===== config.mk =====
export PLATFORM = sky130hd
export DESIGN_NAME = panel_command_sequencer
export DESIGN_NICKNAME = d
export VERILOG_FILES = /design/src/rtl/panel_pkg.sv /design/src/rtl/panel_timeout_counter.sv /design/src/rtl/panel_command_sequencer.sv
export SDC_FILE = /design/constraint.sdc
export NUM_CORES = 1
export LEC_CHECK = 0
export ABC_AREA = 1
export ABC_CLOCK_PERIOD_IN_PS = 1010
export BUFFER_PORTS_ARGS = -buffer_cell sky130_fd_sc_hd__buf_4
export CAP_MARGIN = 20
export CELL_PAD_IN_SITES_DETAIL_PLACEMENT = 1
export CELL_PAD_IN_SITES_GLOBAL_PLACEMENT = 1
export CORE_ASPECT_RATIO = 1.75
export CORE_MARGIN = 4
export CORE_UTILIZATION = 25
export CTS_CLUSTER_DIAMETER = 100
export DETAILED_ROUTE_END_ITERATION = 8
export PLACE_DENSITY_LB_ADDON = 0.2
export SYNTH_ARGS = -nofsm -noshare
export SYNTH_HDL_FRONTEND = slang
export SYNTH_HIERARCHICAL = 1
export SYNTH_SLANG_ARGS = --single-unit

===== constraint.sdc =====
create_clock -name clock -period 1.01 [get_ports clock]
set_input_delay 0.101 -clock clock [delete_from_list [all_inputs] [get_ports clock]]
set_output_delay 0.101 -clock clock [all_outputs]
set_load 0.03 [all_outputs]

===== src/rtl/panel_pkg.sv =====
// -----------------------------------------------------------------------------
// panel_pkg
//   Shared definitions for the MACH64 front-panel command sequencer:
//   FSM state encodings, command codes placed on cmdCode, button index
//   constants, and a helper that picks the highest-priority pending button.
// -----------------------------------------------------------------------------
package panel_pkg;

  localparam int NUM_BTN = 3;
  localparam int TMR_W   = 16;

  typedef enum logic [1:0] {
    ST_IDLE  = 2'b00,
    ST_ACK   = 2'b01,
    ST_ISSUE = 2'b10
  } state_e;

  localparam logic [1:0] CMD_STEP    = 2'b00;
  localparam logic [1:0] CMD_RUN     = 2'b01;
  localparam logic [1:0] CMD_HALT    = 2'b10;
  localparam logic [1:0] CMD_DEPOSIT = 2'b11;

  localparam logic [1:0] BTN_RUN     = 2'd0;
  localparam logic [1:0] BTN_STEP    = 2'd1;
  localparam logic [1:0] BTN_DEPOSIT = 2'd2;

  // Lowest set index wins; caller guarantees at least one bit is set.
  function automatic logic [1:0] lowest_set(input logic [NUM_BTN-1:0] v);
    logic [1:0] idx;
    if (v[0])      idx = BTN_RUN;
    else if (v[1]) idx = BTN_STEP;
    else           idx = BTN_DEPOSIT;
    return idx;
  endfunction

endpackage


===== src/rtl/panel_timeout_counter.sv =====
// -----------------------------------------------------------------------------
// panel_timeout_counter
//   Load/enable down-counter. Holds at zero; 'expired' is high whenever the
//   count is zero.
// Ports:
//   clock        in   clock, all logic on posedge
//   reset        in   synchronous active-high reset
//   load_i       in   load load_value_i (has priority over enable)
//   enable_i     in   decrement while non-zero
//   load_value_i in   WIDTH-bit reload value
//   expired      out  count has reached zero
// -----------------------------------------------------------------------------
module panel_timeout_counter #(
  parameter int WIDTH = 16
) (
  input  logic             clock,
  input  logic             reset,
  input  logic             load_i,
  input  logic             enable_i,
  input  logic [WIDTH-1:0] load_value_i,
  output logic             expired
);

  logic [WIDTH-1:0] count_q, count_d;

  always_comb begin
    count_d = count_q;
    if (load_i)
      count_d = load_value_i;
    else if (enable_i && (count_q != '0))
      count_d = count_q - 1'b1;
  end

  always_ff @(posedge clock) begin
    if (reset) count_q <= '0;
    else       count_q <= count_d;
  end

  assign expired = (count_q == '0);

endmodule


===== src/rtl/panel_command_sequencer.sv =====
// -----------------------------------------------------------------------------
// panel_command_sequencer
//   Services wasPressed flags from three panel button detectors, returns a
//   one-cycle one-hot ackPress, and turns each press into one valid/ready
//   command transfer to the CPU control unit. Owns the run/halt mode bit.
//
//   Optional feature macro: PANEL_TIMEOUT_EN
//     defined   : a command left in ISSUE for TIMEOUT_CYCLES cycles without
//                 acceptance is abandoned and sticky timeoutErr is set.
//     undefined : ISSUE waits indefinitely, timeoutErr is tied low.
//
// Ports:
//   clock       in   single clock
//   reset       in   synchronous active-high reset
//   wasPressed  in   [2:0] pressed flags (0 RUN/HALT, 1 STEP, 2 DEPOSIT)
//   switches    in   [DATA_WIDTH-1:0] panel data switches
//   ackPress    out  [2:0] one-hot acknowledge to the serviced detector
//   cmdValid    out  command offered to the CPU
//   cmdCode     out  [1:0] 00 STEP, 01 RUN, 10 HALT, 11 DEPOSIT
//   cmdData     out  [DATA_WIDTH-1:0] latched switches for DEPOSIT, else 0
//   cmdReady    in   CPU accepts the command
//   runMode     out  1 = CPU running
//   timeoutErr  out  sticky: a command was abandoned
// -----------------------------------------------------------------------------
module panel_command_sequencer
  import panel_pkg::*;
#(
  parameter int DATA_WIDTH     = 8,
  parameter int TIMEOUT_CYCLES = 255
) (
  input  logic                  clock,
  input  logic                  reset,
  input  logic [NUM_BTN-1:0]    wasPressed,
  input  logic [DATA_WIDTH-1:0] switches,
  output logic [NUM_BTN-1:0]    ackPress,
  output logic                  cmdValid,
  output logic [1:0]            cmdCode,
  output logic [DATA_WIDTH-1:0] cmdData,
  input  logic                  cmdReady,
  output logic                  runMode,
  output logic                  timeoutErr
);

  if ((TIMEOUT_CYCLES < 1) || (TIMEOUT_CYCLES > 65535)) begin : g_bad_timeout
    $error("TIMEOUT_CYCLES out of range 1..65535");
  end

  state_e                state_q, state_d;
  logic [1:0]            sel_q, sel_d;
  logic [1:0]            code_q, code_d;
  logic [DATA_WIDTH-1:0] data_q, data_d;
  logic                  run_mode_q, run_mode_d;
  logic                  timeout_hit;
  logic                  accept;
  logic [NUM_BTN-1:0]    sel_onehot;

  // Transfer completes on any edge where ISSUE sees cmdReady.
  assign accept = (state_q == ST_ISSUE) && cmdReady;

`ifdef PANEL_TIMEOUT_EN
  logic timeout_err_q, timeout_err_d;

  // Loaded while in ACK so the first ISSUE cycle sees TIMEOUT_CYCLES-1;
  // expiry therefore lands on the TIMEOUT_CYCLES-th ISSUE cycle.
  panel_timeout_counter #(
    .WIDTH (TMR_W)
  ) u_timeout (
    .clock        (clock),
    .reset        (reset),
    .load_i       (state_q == ST_ACK),
    .enable_i     (state_q == ST_ISSUE),
    .load_value_i (TMR_W'(TIMEOUT_CYCLES - 1)),
    .expired      (timeout_hit)
  );

  // Acceptance wins over a coincident timeout.
  always_comb begin
    timeout_err_d = timeout_err_q;
    if ((state_q == ST_ISSUE) && !cmdReady && timeout_hit)
      timeout_err_d = 1'b1;
  end

  always_ff @(posedge clock) begin
    if (reset) timeout_err_q <= 1'b0;
    else       timeout_err_q <= timeout_err_d;
  end

  assign timeoutErr = timeout_err_q;
`else
  assign timeout_hit = 1'b0;
  assign timeoutErr  = 1'b0;
`endif

  // ---------------------------------------------------------------------------
  // FSM: state register
  // ---------------------------------------------------------------------------
  always_ff @(posedge clock) begin
    if (reset) state_q <= ST_IDLE;
    else       state_q <= state_d;
  end

  // ---------------------------------------------------------------------------
  // FSM: next-state logic
  // ---------------------------------------------------------------------------
  always_comb begin
    state_d = ST_IDLE;
    case (state_q)
      ST_IDLE:  state_d = (|wasPressed) ? ST_ACK : ST_IDLE;
      // A STEP while running is acknowledged but never issued.
      ST_ACK:   state_d = ((sel_q == BTN_STEP) && run_mode_q) ? ST_IDLE : ST_ISSUE;
      ST_ISSUE: state_d = (cmdReady || timeout_hit) ? ST_IDLE : ST_ISSUE;
      default:  state_d = ST_IDLE;
    endcase
  end

  // ---------------------------------------------------------------------------
  // FSM: outputs
  // ---------------------------------------------------------------------------
  for (genvar gi = 0; gi < NUM_BTN; gi++) begin : g_sel_dec
    assign sel_onehot[gi] = (sel_q == 2'(gi));
  end

  always_comb begin
    ackPress = '0;
    cmdValid = 1'b0;
    case (state_q)
      ST_ACK:   ackPress = sel_onehot;
      ST_ISSUE: cmdValid = 1'b1;
      default: ;
    endcase
  end

  assign cmdCode = code_q;
  assign cmdData = data_q;
  assign runMode = run_mode_q;

  // ---------------------------------------------------------------------------
  // Command latch and run/halt mode
  // ---------------------------------------------------------------------------
  always_comb begin
    sel_d  = sel_q;
    code_d = code_q;
    data_d = data_q;
    if ((state_q == ST_IDLE) && (|wasPressed)) begin
      sel_d  = lowest_set(wasPressed);
      data_d = '0;
      case (lowest_set(wasPressed))
        BTN_RUN:  code_d = run_mode_q ? CMD_HALT : CMD_RUN;
        BTN_STEP: code_d = CMD_STEP;
        default: begin
          code_d = CMD_DEPOSIT;
          data_d = switches;
        end
      endcase
    end
  end

  always_comb begin
    run_mode_d = run_mode_q;
    if (accept) begin
      if (code_q == CMD_RUN)       run_mode_d = 1'b1;
      else if (code_q == CMD_HALT) run_mode_d = 1'b0;
    end
  end

  always_ff @(posedge clock) begin
    if (reset) begin
      sel_q      <= BTN_RUN;
      code_q     <= CMD_STEP;
      data_q     <= '0;
      run_mode_q <= 1'b0;
    end else begin
      sel_q      <= sel_d;
      code_q     <= code_d;
      data_q     <= data_d;
      run_mode_q <= run_mode_d;
    end
  end

endmodule


==> qor.txt, run 1 <==
Startpoint Class: register
# DRC: 0
Sw Pwr: 694 uW
die height: 78.1 um
overall global routing resource usage: 14.7%
Hold Path Class: input pin to register
Final setup violation count: 19
FF-to-FF End: cmdData[1]$_SDFFE_PP0P_
worst skew pair latency: 250 ps
Mapped Area: 702 um2
Switching Fraction: 35.7%
Hold Crit Start: reset
largest cells by area after synthesis: dfxtp_1, nand2_1, nor2_1
synthesized instance count: 107
Die ar.: 3750 um2
first-pass GRT wire length: 3.93 mm
RSZ-0062 raised after global routing: true
vias: 816
outcome: finished with violations
unique cell type count in the Yosys netlist: 14
H-tree levels: 1
Max rail drop VDD: 0.000905 V
power share of the clock group: 26.2%
top cell type's share of synthesized area: 42.8%
Net Count, Synth: 122
hold buffer count at CTS: 0
crit path cell chain: nor2_4, inv_4, nor3_4, buf_6
WL/cell: 13.1 um
sequential share of power: 36.2%
final number of max-transition violations: 0
Yosys warning count: 6
Final Hold Vio Count: 0
# IOs: 30
dominant cell by count in the synthesized netlist: nand2_1
Die Wd: 48.1 um
Syn Area/Cell: 6.56 um2
Nets: 166
Comb power frac: 37.6%
Fin Clk Skew: 1.81 ps
FF-to-FF Start: state_q[0]$_SDFF_PP0_
number of antenna violations at the first check in global routing: 0
CTS Buf Count: 3
commonest cells in the synthesized netlist: nand2_1, nor2_1, inv_1
RePlAce Congestion: 0.763
setup_tns: -2280 ps
P&R area growth vs syn: 80.9%
clock sinks: 15
core area: 2690 um2
crit path DAT: 1160 ps
biggest area consumer among synthesized cells: dfxtp_1
number of synthesized flops with an enable pin: 0
Synth Register Bits: 15
fin crit share: 125%
fraction of layout cells with a size suffix above 1: 56.7%
drt initial violations: 8
Worst Setup Path Type: register to output port
Final ANT Viol Nets: 0
Required @ worst endpoint: 910 ps
hold worst-path end: state_q[1]$_SDFF_PP0_
maximum capacitance violations: 0
drt first pass iters: 4
Starting Density: 26.1%
sequential share of the synthesized area: 42.8%
HPWL after DPL: 1.55 mm
fmax: 793 MHz
P_leak: 0.000599 uW
num rows: 25
post-layout util: 47.2%
Hold Crit Depth: 2
failing checks: negative setup slack
worst setup margin: -250 ps
Pwr Total: 1940 uW
vias per cell: 4.61
Tmin final: 1260 ps
slowest cell on the critical path: dfxtp_2
critical path endpoint category: output port
number of global-route vias before repair: 864
Critical Path Max Stage Delay: 350 ps
Diodes inserted: 0
clk buf depth: 2
Top FF cell, synth: dfxtp_1
Port Buffers: 28
P_int: 1250 uW
fraction of registers with async set/reset: 0%
r2r setup slk: -140 ps
Cell Pwr Density: 1530 nW/um2
CP Max Fanout: 3
total wire length: 2.33 mm
clock slew at reported path FFs: 60 ps
largest net degree at the start of global routing: 10
CTS tree: built
CTS root buf: clkbuf_8
global route total overflow: 0
Worst R2R Path Depth: 7
-- layer usage --
metal | vias to the layer above | global-route usage, % | part of all wire, %
met5 | - | 0 | 0
met4 | 0 | 7.28 | 2.5
met3 | 4 | 2.75 | 5.4
met2 | 22 | 26.4 | 59
met1 | 386 | 14.6 | 33
li1 | 404 | - | -
-- power by group through the flow --
stage	clock network [uW]	logic [uW]	registers [uW]
global placement	0	540	712
CTS	528	698	702
floorplan	0	251	798
finish	509	732	703
detailed placement	0	549	714
global route	570	799	712
-- worst max-delay path, delay by kind of cell, from the launching register on --
kind	cells	cell delay (ps)
buffers and inverters	2	220
flip-flops	1	350
AND/OR/NAND/NOR	2	340
-- how the worst max path moves through the flow --
| stage | startpoint | end | slack [ps] |
|---|---|---|---|
| 6_report | state_q[1]$_SDFF_PP0_ | ackPress[0] | -250 |
| 5_1_grt | state_q[0]$_SDFF_PP0_ | ackPress[0] | -330 |
| 4_1_cts | state_q[0]$_SDFF_PP0_ | ackPress[0] | -260 |
| 3_5_place_dp | state_q[0]$_SDFF_PP0_ | ackPress[2] | -50 |
| 3_3_place_gp | state_q[0]$_SDFF_PP0_ | ackPress[2] | -30 |
| 2_1_floorplan | state_q[0]$_SDFF_PP0_ | ackPress[0] | -80 |
-- timing repair --
action                                  CTS  global route
pin swaps                                11            10
gates cloned                              1             0
resized for setup                        35            14
endpoints found under the setup margin   15            19
setup buffers                             5             0
-- cells by family after synthesis --
group,synth area share [%]
AOI/OAI and AO/OA,3.56
adders and majority gates,1.78
buffers and inverters,11.2
DFF,42.8
other,0.534
and+or+nand+nor,40.1
-- layout by cell type (no fill, tap or decap), drive strengths merged --
master  instances
inv            16
o21ai           1
nor2           28
nand3           8
conb            1
buf            41
a21oi           4
clkbuf          3
ha              1
clkinv          1
nand2          29
dfxtp          15
nor3            2
-- through the flow --
stage | setup slack, ps | cells | instance area [um2] | hold WS, ps
2_1_floorplan | -84.2 | 107 | 742 | 166
3_3_place_gp | -35.0 | 167 | 1020 | 305
3_5_place_dp | -53.1 | 167 | 1020 | 311
4_1_cts | -261 | 177 | 1220 | 41.3
5_1_grt | -329 | 177 | 1270 | 60.9
6_report | -250 | 177 | 1270 | 65.6
-- flip-flops by register name, summed over array words and instances (netlist names) --
name / cells
cmdCode: 2
cmdData: 8
runMode: 1
sel_q: 2
state_q: 2
-- area by class of cell --
| cell class | instances | area (um2) |
|---|---|---|
| fill | 340 | 1420 |
| multi-input combinational | 74 | 469 |
| timing repair buffer | 41 | 349 |
| sequential | 15 | 309 |
| inverter | 16 | 62.6 |
| clock buffer | 3 | 41.3 |
| tap | 27 | 33.8 |
| clock inverter | 1 | 5.00 |
Power figures use the tool's default switching activity.
==> run 2: changes to the inputs <==
--- a/config.mk
+++ b/config.mk
@@ -16,6 +16,7 @@
 export CORE_UTILIZATION = 25
 export CTS_CLUSTER_DIAMETER = 100
 export DETAILED_ROUTE_END_ITERATION = 8
+export HOLD_SLACK_MARGIN = 0.1
 export PLACE_DENSITY_LB_ADDON = 0.2
 export SYNTH_ARGS = -nofsm -noshare
 export SYNTH_HDL_FRONTEND = slang
==> constraint.sdc (replaced) <==
create_clock -name clock -period 1.01 [get_ports clock]
set_input_delay 0.101 -clock clock [delete_from_list [all_inputs] [get_ports clock]]
set_output_delay 0.101 -clock clock [all_outputs]
set_load 0.02 [all_outputs]
==> run 2 against run 1 <==
Net effect: the flow still finishes with violations (negative setup slack); register-to-register slack worse by 20 ps; count of clock-buffer cells in the layout is 1 higher; clock skew up 2.6 ps; final cell count up 3.4%; clock power hardly changed; design area is 5.0% higher; global-route usage shrank 0.60 points; fmax increased by 7.6%; non-clock buffer count increased by 6; largest cell class unchanged; via count increased by 2.5%; combinational power hardly changed; core utilization increased by 2.4 points.
==> qor.txt, run 2 (synthesis results as in run 1) <==
setup_tns: -1830 ps (+446 ps)
Max rail drop VDD: 0.00101 V (+11%)
P&R area growth vs syn: 90.0%
CTS root buf: clkbuf_8
Startpoint Class: register
# DRC: 0 (unchanged)
RSZ-0062 raised after global routing: true
H-tree levels: 1 (unchanged)
outcome: finished with violations
slowest cell on the critical path: dfxtp_2
crit path capture: cmdData[3]$_SDFFE_PP0P_
CP Max Fanout: 6 (+3)
die height: 78.1 um (unchanged)
Critical Path Max Stage Delay: 330 ps (-20 ps)
Pwr Total: 1930 uW (-0.46%)
CTS tree: built
critical path endpoint category: register
core area: 2690 um2 (unchanged)
Most common cell on crit path: nand2_2
global route total overflow: 0 (unchanged)
fraction of layout cells with a size suffix above 1: 59.0% (+2.3 points)
number of global-route vias before repair: 902 (+4.4%)
CTS Buf Count: 3 (unchanged)
worst setup margin: -161 ps (+89.5 ps)
drt first pass iters: 2 (-2)
maximum capacitance violations: 0 (unchanged)
fmax: 854 MHz (+7.6%)
post-layout util: 49.6% (+2.4 points)
RePlAce Congestion: 0.676 (-11%)
Final ANT Viol Nets: 0 (unchanged)
fin crit share: 116% (-8.9 points)
dpl ws: -81.6 ps (-28.5 ps)
Final Hold Vio Count: 0 (unchanged)
commonest cells after routing, fill and taps aside: buf_4, nor2_1, nand2_1
crit path DAT: 1360 ps (+200 ps)
vias per cell: 4.57 (-0.91%)
Required @ worst endpoint: 1200 ps (+290 ps)
total wire length: 2.23 mm (-4.0%)
Hold Path Class: input pin to register
P_leak: 0.000635 uW (+5.9%)
Diodes inserted: 0 (unchanged)
Final setup violation count: 17 (-2)
crit path cell chain: buf_4, nor2_4, nand2_2, buf_6, nand2_2, nand2_1, nor2_1
Starting Density: 26.1% (unchanged)
leading cell type in the layout, fill and taps excluded: buf_4
HPWL after DPL: 1.64 mm (+5.9%)
worst skew pair latency: 250 ps (about the same)
# IOs: 30 (unchanged)
WL/cell: 12.2 um (-7.2%)
worst setup path startpoint: state_q[0]$_SDFF_PP0_
number of antenna violations at the first check in global routing: 0 (unchanged)
Nets: 172 (+3.6%)
FF-to-FF End: cmdData[3]$_SDFFE_PP0P_
Fin Clk Skew: 4.44 ps (+2.63 ps)
final number of max-transition violations: 0 (unchanged)
clock slew at reported path FFs: 70 ps (about the same)
clock sinks: 15 (unchanged)
Die Wd: 48.1 um (unchanged)
FF-to-FF Start: state_q[0]$_SDFF_PP0_
num rows: 25 (unchanged)
Port Buffers: 28 (unchanged)
overall global routing resource usage: 14.1% (-0.60 points)
max reg flops: 8 (unchanged)
Worst R2R Path Depth: 7 (unchanged)
Die ar.: 3750 um2 (unchanged)
Cell Pwr Density: 1450 nW/um2 (-5.2%)
vias: 836 (+2.5%)
r2r setup slk: -160 ps (-20 ps)
Tmin final: 1170 ps (-89.5 ps)
drt initial violations: 4 (-4)
Worst Setup Path Type: register to register
failing checks: negative setup slack
clk buf depth: 2 (unchanged)
first-pass GRT wire length: 3.86 mm (-1.8%)
largest net degree at the start of global routing: 9 (-1)
-- run 2: where the power goes --
group	internal [uW]	switching [uW]	total [uW]	leakage, uW
combinational	343	386	729	0.000487
clock	280	226	506	0.0000228
sequential	655	43.8	699	0.000125
-- run 2: per-layer routing --
metal	vias up	wire [um]	share of wire, %	global-route usage [%]
li1	422	-	-	-
met1	387	773	35	14.1
met2	21	1290	58	25.3
met3	6	112	5.0	2.98
met4	0	53	2.4	6.47
met5	-	0	0	0
-- run 2: repair_timing --
item                       in CTS  in global routing
hold endpoints to repair        9                  0
buffers inserted                1                  2
resized for setup              40                 24
setup endpoints to repair      16                 18
pin swaps                       7                 17
cloned                          1                  0
hold buffers                    6                  0
-- run 2: worst max-delay path, delay by kind of cell (launching register included) --
kind	cells	cell delay, ps
and+or+nand+nor	5	480
DFF	1	330
buffers and inverters	2	290
-- run 2: how the worst min path moves through the flow --
| stage | startpoint | end | slack, ps | depth (start not counted) |
|---|---|---|---|---|
| final | cmdReady | state_q[1]$_SDFF_PP0_ | 150 | 4 |
| after global routing | cmdReady | state_q[1]$_SDFF_PP0_ | 150 | 4 |
| after CTS | cmdReady | state_q[1]$_SDFF_PP0_ | 130 | 4 |
| after detailed placement | reset | sel_q[0]$_SDFFE_PP0P_ | 310 | 2 |
| after global placement | reset | runMode$_SDFFE_PP0P_ | 310 | 2 |
| after floorplan | reset | runMode$_SDFFE_PP0P_ | 170 | 1 |
-- run 2: stage by stage --
stage	cell area (um2)	cells	hold WS, ps
floorplan	703	107	170
global placement	996	169	306
detailed placement	996	169	310
CTS	1240	181	126
global route	1330	183	154
finish	1330	183	148
-- run 2: cell type report --
class | count | area (um2)
Fill cell | 332 | 1360
Multi-Input combinational cell | 74 | 489
Timing Repair Buffer | 47 | 394
Sequential cell | 15 | 309
Inverter | 16 | 62.6
Clock buffer | 4 | 45.0
Tap cell | 27 | 33.8
